--- src/rtl/flt_add_engine.sv ---
// flt_add_engine: multi-cycle binary16 adder. It fetches two operands from byte-wide
// data memory, adds them and writes the 16-bit result back. Rounding is toward zero.
// Defining FLT_ROUND_NEAREST_EN switches rounding to round-to-nearest-even.
module flt_add_engine #(
  parameter int unsigned OP_BASE  = 8,
  parameter int unsigned RES_BASE = 12
) (
  input  logic       CLK,
  input  logic       reset,
  input  logic       start,
  output logic       halt,
  output logic [7:0] mem_addr,
  input  logic [7:0] mem_rd_data,
  output logic       mem_wr_en,
  output logic [7:0] mem_wr_data
);

  localparam logic [7:0] OpBase  = 8'(OP_BASE);
  localparam logic [7:0] ResBase = 8'(RES_BASE);

  typedef enum logic [3:0] {
    StIdle, StLd0, StLd1, StLd2, StLd3, StAlign, StAdd, StNorm, StRound, StWrHi, StWrLo, StDone
  } state_e;

  state_e      state_q, state_d;
  logic [15:0] op_a_q, op_b_q, result_q;
  logic        sign_q, sub_q, zero_q;
  logic [5:0]  exp_q;
  logic [13:0] sig_l_q, sig_s_q;  // {hidden, mant[9:0], guard, round, sticky}
  logic [14:0] sum_q;             // sum frame plus carry-out bit

  // Align stage signals
  logic        a_big, sign_big;
  logic [14:0] op_big, op_small;
  logic [4:0]  exp_big, exp_small, exp_diff;
  logic [10:0] sig_big, sig_small;
  logic [27:0] shift_full;
  logic [13:0] sig_small_al;

  // Add / normalize / round stage signals
  logic [14:0] sum_add;
  logic [14:0] norm_sum, norm_shl;
  logic [5:0]  norm_exp;
  logic        norm_done;
  logic [10:0] rnd_sig;
  logic [5:0]  rnd_exp;
  logic [15:0] rnd_result;
`ifdef FLT_ROUND_NEAREST_EN
  logic        rnd_up;
  logic [11:0] rnd_sum;
`endif

  // Order operands by magnitude and shift the smaller one into the G/R/S frame
  always_comb begin
    // Magnitude order follows the raw exp/mant bits of binary16
    a_big     = op_a_q[14:0] >= op_b_q[14:0];
    op_big    = a_big ? op_a_q[14:0] : op_b_q[14:0];
    op_small  = a_big ? op_b_q[14:0] : op_a_q[14:0];
    sign_big  = a_big ? op_a_q[15] : op_b_q[15];
    exp_big   = (op_big[14:10] == 5'd0) ? 5'd1 : op_big[14:10];
    exp_small = (op_small[14:10] == 5'd0) ? 5'd1 : op_small[14:10];
    sig_big   = {|op_big[14:10], op_big[9:0]};
    sig_small = {|op_small[14:10], op_small[9:0]};
    exp_diff  = exp_big - exp_small;
    // Upper 14 bits are the shifted frame, lower 14 bits are what falls off
    shift_full = {sig_small, 17'd0} >> exp_diff;
    if (exp_diff > 5'd13) begin
      sig_small_al = {13'd0, |sig_small};
    end else begin
      sig_small_al = {shift_full[27:15], shift_full[14] | (|shift_full[13:0])};
    end
  end

  // Effective add or subtract; the larger magnitude is always the minuend
  always_comb begin
    if (sub_q) begin
      sum_add = {1'b0, sig_l_q} - {1'b0, sig_s_q};
    end else begin
      sum_add = {1'b0, sig_l_q} + {1'b0, sig_s_q};
    end
  end

  // One normalization step per cycle; left shifts stop at exponent 1 (denormal)
  always_comb begin
    norm_shl  = {sum_q[13:0], 1'b0};
    norm_sum  = sum_q;
    norm_exp  = exp_q;
    norm_done = 1'b0;
    if (zero_q) begin
      norm_done = 1'b1;
    end else if (sum_q[14]) begin
      // Carry-out: shift right, folding the two lowest bits into sticky
      norm_sum  = {1'b0, sum_q[14:2], sum_q[1] | sum_q[0]};
      norm_exp  = exp_q + 6'd1;
      norm_done = 1'b1;
    end else if (sum_q[13] || (exp_q == 6'd1)) begin
      norm_done = 1'b1;
    end else begin
      // Finishing in the same cycle as the last shift keeps NORM within 11 cycles
      norm_sum  = norm_shl;
      norm_exp  = exp_q - 6'd1;
      norm_done = norm_shl[13] || (exp_q == 6'd2);
    end
  end

  // Drop or round the G/R/S bits and pack the binary16 result
  always_comb begin
`ifdef FLT_ROUND_NEAREST_EN
    rnd_up  = sum_q[2] & (sum_q[1] | sum_q[0] | sum_q[3]);
    rnd_sum = {1'b0, sum_q[13:3]} + {11'd0, rnd_up};
    if (rnd_sum[11]) begin
      // Significand rolled over to 2.0: renormalize to 1.0 with exponent + 1
      rnd_sig = 11'h400;
      rnd_exp = exp_q + 6'd1;
    end else begin
      rnd_sig = rnd_sum[10:0];
      rnd_exp = exp_q;
    end
`else
    rnd_sig = sum_q[13:3];
    rnd_exp = exp_q;
`endif
    if (zero_q) begin
      rnd_result = 16'h0000;
    end else if (rnd_exp >= 6'd31) begin
      rnd_result = {sign_q, 5'h1F, 10'h000};
    end else begin
      // Hidden bit clear only happens at exponent 1, which encodes as exp field 0
      rnd_result = {sign_q, rnd_sig[10] ? rnd_exp[4:0] : 5'd0, rnd_sig[9:0]};
    end
  end

  // Next-state sequencing; start high always returns to idle
  always_comb begin
    state_d = state_q;
    case (state_q)
      StIdle:  state_d = StLd0;
      StLd0:   state_d = StLd1;
      StLd1:   state_d = StLd2;
      StLd2:   state_d = StLd3;
      StLd3:   state_d = StAlign;
      StAlign: state_d = StAdd;
      StAdd:   state_d = StNorm;
      StNorm:  state_d = norm_done ? StRound : StNorm;
      StRound: state_d = StWrHi;
      StWrHi:  state_d = StWrLo;
      StWrLo:  state_d = StDone;
      StDone:  state_d = StDone;
      default: state_d = StIdle;
    endcase
    if (start) begin
      state_d = StIdle;
    end
  end

  // Memory interface and halt decoded from the current state
  always_comb begin
    mem_addr    = 8'd0;
    mem_wr_en   = 1'b0;
    mem_wr_data = 8'd0;
    halt        = 1'b0;
    case (state_q)
      StLd0:  mem_addr = OpBase;
      StLd1:  mem_addr = OpBase + 8'd1;
      StLd2:  mem_addr = OpBase + 8'd2;
      StLd3:  mem_addr = OpBase + 8'd3;
      StWrHi: begin
        mem_addr    = ResBase;
        mem_wr_en   = 1'b1;
        mem_wr_data = result_q[15:8];
      end
      StWrLo: begin
        mem_addr    = ResBase + 8'd1;
        mem_wr_en   = 1'b1;
        mem_wr_data = result_q[7:0];
      end
      StDone: halt = 1'b1;
      default: ;
    endcase
  end

  // State register
  always_ff @(posedge CLK or posedge reset) begin
    if (reset) begin
      state_q <= StIdle;
    end else begin
      state_q <= state_d;
    end
  end

  // Datapath registers, each loaded in the state that produces it
  always_ff @(posedge CLK or posedge reset) begin
    if (reset) begin
      op_a_q   <= 16'd0;
      op_b_q   <= 16'd0;
      result_q <= 16'd0;
      sign_q   <= 1'b0;
      sub_q    <= 1'b0;
      zero_q   <= 1'b0;
      exp_q    <= 6'd0;
      sig_l_q  <= 14'd0;
      sig_s_q  <= 14'd0;
      sum_q    <= 15'd0;
    end else begin
      case (state_q)
        StLd0: op_a_q[15:8] <= mem_rd_data;
        StLd1: op_a_q[7:0]  <= mem_rd_data;
        StLd2: op_b_q[15:8] <= mem_rd_data;
        StLd3: op_b_q[7:0]  <= mem_rd_data;
        StAlign: begin
          sign_q  <= sign_big;
          sub_q   <= op_a_q[15] ^ op_b_q[15];
          exp_q   <= {1'b0, exp_big};
          sig_l_q <= {sig_big, 3'b000};
          sig_s_q <= sig_small_al;
        end
        StAdd: begin
          sum_q  <= sum_add;
          zero_q <= (sum_add == 15'd0);
        end
        StNorm: begin
          sum_q <= norm_sum;
          exp_q <= norm_exp;
        end
        StRound: result_q <= rnd_result;
        default: ;
      endcase
    end
  end

endmodule
--- config.mk ---
export PLATFORM = sky130hd
export DESIGN_NAME = flt_add_engine
export DESIGN_NICKNAME = d
export VERILOG_FILES = /design/src/rtl/flt_add_engine.sv
export SDC_FILE = /design/constraint.sdc
export NUM_CORES = 1
export LEC_CHECK = 0
export CAP_MARGIN = 10
export CORE_MARGIN = 2
export CORE_UTILIZATION = 30
export DETAILED_ROUTE_END_ITERATION = 12
export GPL_TIMING_DRIVEN = 0
export SLEW_MARGIN = 30
export SYNTH_ARGS = -nofsm -noshare
export SYNTH_HDL_FRONTEND = slang
export SYNTH_SLANG_ARGS = --single-unit
--- constraint.sdc ---
create_clock -name CLK -period 6.25 [get_ports CLK]
set_input_delay 0.9375 -clock CLK [delete_from_list [all_inputs] [get_ports CLK]]
set_output_delay 0.9375 -clock CLK [all_outputs]
set_load 0.05 [all_outputs]
---- Word level (Yosys, flattened, before mapping) ----
Index checks and enable logic that the tools add are counted.
storage, ports and cells
  memory bits (writable) .................. 0
  logic and storage cells ................. 86
  bits in latches ......................... 0
  ROM bits ................................ 0
  bits in registers ....................... 101
  memories ................................ 0
cells by class
  multipliers ............................. 0
  bitwise logic cells ..................... 3
  divide/modulo/power cells ............... 0
  reduce and logical (&&, ||, !) cells .... 17
  mux-type cells .......................... 28
  shift operators ......................... 1
  add/sub/neg operators ................... 5
  eq/ne operators ......................... 15
  magnitude comparators ................... 3
operators with widths
  operator                                       number
  two-way mux 15 bit                             7
  case mux 4 bit (11 select lines)               1
  case mux 15 bit (2 select lines)               1
  >> shifter 28 x 5 -> 28 bit                    1
  case mux 4 bit (6 select lines)                1
  two-way mux 6 bit                              3
  == test 4 x 3 -> 1 bit, second input constant  4
  == test 4 bit, second input constant           4
  two-way mux 16 bit                             1
  case mux 8 bit (2 select lines)                1
  adder 14 x 14 -> 15 bit                        1
  greater-or-equal comparator 15 bit             1
  logical NOT 15 bit                             1
  two-way mux 5 bit                              3
  OR reduction 15 bit                            1
  subtractor 14 x 14 -> 15 bit                   1
  two-way mux 14 bit                             1
  OR reduction 14 bit                            1
  case mux 6 bit (2 select lines)                1
  logical NOT 5 bit                              2
  OR reduction 5 bit                             2
  == test 4 x 2 -> 1 bit, second input constant  2
  two-way mux 4 bit                              2
  adder 6 x 1 -> 6 bit, second input constant    1
  other kinds (18)                               28

---- Longest topological paths before layout ----
Gate-level depths: netlist of run 1.
  word-level depth ........................ 9
  mapped depth ............................ 22
  depth with buffers taken out ............ 21

---- Worst setup path after synthesis of run 1 ----
Ideal clock, no wire load.
  path kind ............................... reg2reg
  from .................................... reg op_a_q[14]
  to ...................................... reg sig_s_q[0]
  buffers on the path ..................... 2
  arrival ................................. 4.970 ns
  setup time .............................. 0.130 ns
  stages on the path, launching flop included .. 20
  required time ........................... 6.120 ns
  setup slack ............................. 1.150 ns
  cells stage by stage .................... dfrtp_1 -> ha_1 -> nand4_2 -> or3_4 -> o221ai_2 -> clkbuf_1 -> nor2_1 -> a21oi_1 -> nand4_1 -> and2_1 -> ha_1 -> fa_1 -> xnor2_1 -> clkbuf_1 -> mux4_2 -> mux2_2 -> a211oi_1 -> nand4_1 -> nor4_1 -> a21oi_2
between the ends
  word-level cells in the longest chain between the ends .. 9
  elaborated cells on any way between the ends .. 15
  those cells by class .................... add/sub (1); order compare (2); shift (1); mux (5); bitwise (1); reduce/logical (5)
RTL lines
  what                                   line    RTL
  start: declaration                     26      logic [15:0] op_a_q, op_b_q, result_q;
  start signal: assignment               206     StLd0: op_a_q[15:8] <= mem_rd_data;
  greater-or-equal comparator 15 bit     56      a_big = op_a_q[14:0] >= op_b_q[14:0];
  two-way mux 15 bit (on tied branches)  57, 58
  logical NOT 5 bit (on tied branches)   60, 61
  two-way mux 5 bit (on tied branches)   60, 61
  subtractor 5 bit                       64      exp_diff = exp_big - exp_small;
  >> shifter 28 x 5 -> 28 bit            66      shift_full = {sig_small, 17'd0} >> exp_diff;
  OR reduction 14 bit                    70      sig_small_al = {shift_full[27:15], shift_full[14] | (|shift_full[13:0])};
  OR 1 bit                               70
  two-way mux 14 bit *                   67      if (exp_diff > 5'd13) begin
  end signal: assignment                 215     sig_s_q <= sig_small_al;
  end: declaration                       29      logic [13:0] sig_l_q, sig_s_q;
Every way passes the cells marked *; elsewhere a longest branch is shown, timed or not.
A chain may end at the register's enable or synchronous reset.

---- Worst setup path after layout of run 1 ----
Ends and elaborated chain as after synthesis.

==> results.yml, run 1 <==
sta:
  final_clock_period_utilization_by_the_worst_path_pct: 92.78
  grt_setup_unrepaired: "false"
  maxSlewHeadroom_pct: 44.34
  slew_at_the_pin_closest_to_its_max_slew_limit_ps: 813.8
  timing.fmax_mhz: 172.5
  timing.final.crit_period_ps: 5799
  finClkSkew_ps: 7.866
  setup_viol: 0
  final-hold-violation-count: 0
  finalMaxSlewViolations: 0
cells_and_area:
  nFillCells: 2501
  antennaDiodeCount: 0
  mostFrequentLayoutCell: "nand2_1"
  final_layout_size_suffix_gt1_share_pct: 7.607
  multiInputGateArea_um2: 4439
  areaGrowthSynthToFinish_pct: 14.21
  commonest_cells_after_routing_fill_and_taps_aside: "nand2_1, dfrtp_1, nor2_1"
  seq_area_um2: 2527
  finish.net_count: 961
  finish.utilization_pct: 34.60
synthesis:
  netlist-cell-type-count: 74
  synth.yosys.warnings: 0
  synth_top_area_share_pct: 34.51
  ys_seq_elements: 101
  synthArstFlopShare_pct: 100.0
  synth_edf_count: 0
  mappedNetlistArea_um2: 7325
  synthesis.area_per_instance_um2: 8.497
  yosysSeqAreaShare_pct: 34.51
  post-synth-top-area-cell: "dfrtp_1"
  synthCells: 862
  synth_top_cells_by_area: "dfrtp_1, ha_1, nand2_1"
  synthFlopType: "dfrtp_1"
flow_run:
  cap_viol_max_count: 0
grt:
  grt_pass1_wl_um: 34520
  initial_antenna_violation_count: 0
  grt_overflow_total: 0
  via_count_of_the_first_global_routing_pass: 6293
  grt_util_all_layers_pct: 16.61
  grt_max_degree: 66
floorplanning:
  die_w_um: 160.3
  start_util_pct: 30.30
  die_area_um2: 25680
  design.core.area_um2: 24180
  io_pins: 29
  rows: 57
  die_height_um: 160.3
placed_design:
  place.port_buffers: 24
  detailed_placer_s_ending_hpwl_um: 15850
  place.gp.congestion: 0.9082
setup_path:
  critPathRequiredTime_ps: 6490
  reg2reg_from: "op_a_q[14]$_DFFE_PP0P_"
  critical_path.top_delay_family: "simple AND/OR/NAND/NOR gates"
  critical_path.n_buffers_inverters: 2
  critical_path.slowest_cell: "or3_4"
  startpoint_type: "flop"
  crit_arrival_ps: 6040
  cp-end-kind: "flop"
  critical_path.max_fanout: 10
  critical_path_class: "flop to flop"
  critical_path.cell_chain: "ha_1 > nand4_2 > or3_4 > o221ai_4 > clkbuf_2 > nor2_1 > a21oi_1 > nand4_1 > and2_1 > ha_1 > fa_1 > xnor2_2 > clkbuf_2 > mux4_2 > mux2_2 > a211oi_1 > nand4_1 > nor4_1 > a21oi_2"
  cp-startpoint: "op_a_q[14]$_DFFE_PP0P_"
  longest_individual_stage_delay_on_the_worst_path_ps: 450
cts:
  cts_root_cell: "clkbuf_16"
  clkTransAtPathRegs_ps: 80
  cts_buffers: 9
  clock_tree_from_tritoncts: "done"
  cts-hold-fix-buffers: 0
  cts.sink_count: 101
  clockBufferDepth: 2
  clock_latency_ps: 360
  cts.htree.levels: 3
min_path:
  worst_min_delay_path_startpoint: "result_q[14]$_DFFE_PP0P_"
  worst_hold_path_type: "flop to flop"
detailed_routing:
  drt_iter0_markers: 428
  route.final.wire_length_um: 20780
  remaining_drc_errors: 0
  ant_nets: 0
  vias_per_cell: 5.330
  vias_post_dr: 6561
  dr.pass1.iters: 5
  post_drt_wl_per_cell_um: 16.88
run_status:
  outcome: "finished, final reports clean"
[sequential cells by signal, indices dropped and copies added, names as in the netlist]
register / flops
op_a_q: 16
op_b_q: 16
result_q: 16
sum_q: 15
sig_s_q: 14
sig_l_q: 11
exp_q: 6
state_q: 4
sign_q: 1
sub_q: 1
zero_q: 1
[cells by family (layout without fill, tap and decap cells)]
| logic type | count (synthesis) | after routing | synth area share [%] |
|---|---|---|---|
| other cells | 1 | 4 | 0.05120 |
| xor+xnor | 20 | 20 | 2.392 |
| fa+ha+maj | 48 | 48 | 8.405 |
| buf+inv | 99 | 141 | 5.500 |
| simple gates | 304 | 304 | 18.67 |
| flops | 101 | 101 | 34.51 |
| compound gates | 242 | 242 | 21.23 |
| mux | 47 | 47 | 9.242 |
[worst paths after layout]
| kind | endpoint | slack (ps) | cells past startpoint |
|---|---|---|---|
| min in group asynchronous | op_b_q[12]$_DFFE_PP0P_ | 940 | 2 |
| max in group asynchronous | sum_q[4]$_DFFE_PP0P_ | 4660 | 3 |
| min reg2reg | result_q[14]$_DFFE_PP0P_ | 500 | 2 |
| min | result_q[14]$_DFFE_PP0P_ | 500 | 2 |
| max | sig_s_q[0]$_DFFE_PP0P_ | 450 | 19 |
| max reg2reg | sig_s_q[0]$_DFFE_PP0P_ | 450 | 19 |
[synth_stat cells (7+ instances only)]
cell,count
mux4_2,8
a22o_1,16
nand3_1,20
nand2b_1,14
a22oi_1,8
mux2i_1,14
o22ai_1,7
a31oi_1,19
dfrtp_1,101
nor4_1,8
nor2_1,66
mux2_2,19
o211ai_1,10
a21oi_1,52
ha_1,46
o21ai_0,65
clkbuf_1,40
nor3_1,19
o21ai_1,10
nand2_1,139
a211oi_1,10
xor2_1,11
inv_1,47
xnor2_1,9
[area by class of cell]
class,count,area share (%)
repair buffers,26,3.290
plain buffers,49,2.617
inverters,50,2.303
clock buffers,9,2.692
flip-flops and latches,101,30.21
multi-input cells,665,53.07
well taps,324,4.846
clock inverters,7,0.9722
[metal layers]
| layer | GRT usage (%) | part of all wire, % | vias to the layer above |
|---|---|---|---|
| li1 | - | - | 3169 |
| met1 | 22.71 | 46 | 3170 |
| met4 | 4.955 | 2.1 | 0 |
| met5 | 0 | 0 | - |
| met2 | 27.08 | 47 | 188 |
| met3 | 2.727 | 4.9 | 34 |
[worst register-to-register path: stages (launching register included)]
cell      delay [ps]
dfrtp_1          440
ha_1             400
nand4_2          190
or3_4            450
o221ai_4         340
clkbuf_2         310
nor2_1            60
a21oi_1          290
nand4_1          200
and2_1           200
ha_1             220
fa_1             440
xnor2_2          400
clkbuf_2         330
mux4_2           330
mux2_2           320
a211oi_1         220
nand4_1          130
nor4_1           300
a21oi_2           90
[metrics by stage]
stage	std cells	worst slack, ps	hold WS, ps	setup TNS, ps	instance area (um2)
global placement	1213	26.63	469.6	0	7981
CTS	1231	124.8	496.6	0	8351
detailed placement	1215	-37.42	479.0	-37.42	8036
floorplan	865	1150	449.4	0	7336
finish	1231	451.4	498.5	0	8366
global route	1231	109.7	522.8	0	8366
[timing repair]
action | 4_1_cts | 5_1_grt
gates cloned | 0 | 0
buffers inserted | 0 | 0
resized for setup | 1 | 6
setup endpoints to repair | 1 | 6
Power of run 1 is left out: the tool's default activity adds up to more than one toggle a clock period on the data nets, which glitch-free logic cannot reach.
==> run 2: changes to the inputs <==
Settings changed: GPL_ROUTABILITY_DRIVEN from default to 0.
==> results.yml, run 2 (synthesis results as in run 1) <==
run_status:
  outcome: "finished, final reports clean"
min_path:
  worst_min_delay_path_startpoint: "result_q[15]$_DFFE_PP0P_"
  worst_hold_path_type: "flop to flop"
  holdPathStages: 2
  timing.hold.worst_endpoint: "result_q[15]$_DFFE_PP0P_"
floorplanning:
  io_pins: 29
  die_w_um: 160.3
  start_util_pct: 30.30
  design.core.area_um2: 24180
  rows: 57
  die_area_um2: 25680
  die_height_um: 160.3
sta:
  timing.final.crit_period_ps: 5752
  finalMaxSlewViolations: 0
  final_clock_period_utilization_by_the_worst_path_pct: 92.04
  setup_viol: 0
  setup_tns_ps: 0
  timing.fmax_mhz: 173.8
  slew_at_the_pin_closest_to_its_max_slew_limit_ps: 836.7
  final-hold-violation-count: 0
  grt_setup_unrepaired: "false"
  finClkSkew_ps: 14.68
  maxSlewHeadroom_pct: 43.79
detailed_routing:
  ant_nets: 0
  remaining_drc_errors: 0
  dr.pass1.iters: 5
  post_drt_wl_per_cell_um: 16.47
  route.final.wire_length_um: 20280
  vias_post_dr: 6485
  vias_per_cell: 5.268
  drt_iter0_markers: 421
placed_design:
  detailed_placer_s_ending_hpwl_um: 15700
  detailed_place.area_um2: 8036
  place.port_buffers: 24
grt:
  initial_antenna_violation_count: 0
  grt_overflow_total: 0
  grt_max_degree: 59
  grt_util_all_layers_pct: 16.06
  via_count_of_the_first_global_routing_pass: 6232
  grt_pass1_wl_um: 33290
cts:
  cts_buffers: 9
  clkTransAtPathRegs_ps: 80
  cts.sink_count: 101
  cts.htree.levels: 3
  clockBufferDepth: 2
  buffers_inserted_by_post_cts_timing_repair: 0
  clock_latency_ps: 360
  cts_root_cell: "clkbuf_16"
  clock_tree_from_tritoncts: "done"
setup_path:
  startpoint_type: "flop"
  timing.reg2reg.worst_path_depth: 19
  reg2reg_from: "op_a_q[14]$_DFFE_PP0P_"
  critPathRequiredTime_ps: 6490
  critical_path.max_fanout: 10
  minimum_setup_slack_among_reg_to_reg_paths_ps: 500
  crit_arrival_ps: 5990
  cp-startpoint: "op_a_q[14]$_DFFE_PP0P_"
  critical_path_class: "flop to flop"
  cp-end-kind: "flop"
  rr_endpoint: "sig_s_q[0]$_DFFE_PP0P_"
cells_and_area:
  finish.utilization_pct: 34.59
  final_instance_area_um2: 8363
  commonest_cells_after_routing_fill_and_taps_aside: "nand2_1, dfrtp_1, nor2_1"
  mostFrequentLayoutCell: "nand2_1"
  largestRegisters: "op_a_q: 16 flops, op_b_q: 16 flops, result_q: 16 flops"
  antennaDiodeCount: 0
  finish.net_count: 961
  nFillCells: 2503
  areaGrowthSynthToFinish_pct: 14.18
  final_layout_size_suffix_gt1_share_pct: 7.497
flow_run:
  cap_viol_max_count: 0
==> run 2: how the worst max path moves through the flow <==
| stage | end | slack [ps] | cells after the start |
|---|---|---|---|
| floorplan | sig_s_q[0]$_DFFE_PP0P_ | 1150 | 19 |
| global route | sig_s_q[0]$_DFFE_PP0P_ | 120 | 21 |
| CTS | sig_s_q[0]$_DFFE_PP0P_ | 160 | 19 |
| finish | sig_s_q[0]$_DFFE_PP0P_ | 500 | 19 |
| detailed placement | sig_s_q[0]$_DFFE_PP0P_ | -5 | 19 |
| global placement | sig_s_q[0]$_DFFE_PP0P_ | 80 | 19 |
==> run 2: routing by layer <==
metal	track usage, %	vias up	part of all wire, %
met5	0	-	0
met4	4.341	0	1.5
met3	2.779	22	3.9
met2	26.09	170	47
met1	22.12	3124	47
li1	-	3169	-
==> run 2: stage by stage <==
step,hold slack (ps),instances,worst slack (ps)
3_3_place_gp,467.3,1213,77.69
5_1_grt,520.7,1231,115.6
3_5_place_dp,473.4,1215,-4.825
6_report,486.1,1231,497.8
4_1_cts,490.1,1231,162.8
2_1_floorplan,449.4,865,1150
==> run 2: final cells by class <==
class	count	area (um2)	area share, %
multi-input combinational	665	4439	53.08
sequential	101	2527	30.22
tap	324	405.4	4.847
timing repair buffer	26	275.3	3.291
clock buffer	9	225.2	2.693
buffer	49	217.7	2.603
inverter	50	192.7	2.304
clock inverter	7	80.08	0.9575
==> run 2: timing repair <==
action | CTS | global route
hold buffers | 0 | 0
pin swaps | 0 | 0
endpoints found under the hold margin | 0 | 0
setup endpoints to repair | 1 | 5
resized for setup | 1 | 5
==> run 2: worst max-delay path: stages (launching register included) <==
cell and delay (ps):
dfrtp_1 430, ha_1 410, nand4_2 180, or3_4 440
o221ai_4 330, clkbuf_2 310, nor2_1 60, a21oi_1 280
nand4_1 220, and2_1 200, ha_1 220, fa_1 450
xnor2_2 360, clkbuf_2 310, mux4_2 320, mux2_2 310
a211oi_1 250, nand4_1 150, nor4_1 300, a21oi_2 90
Power of run 2 is left out for the same reason.
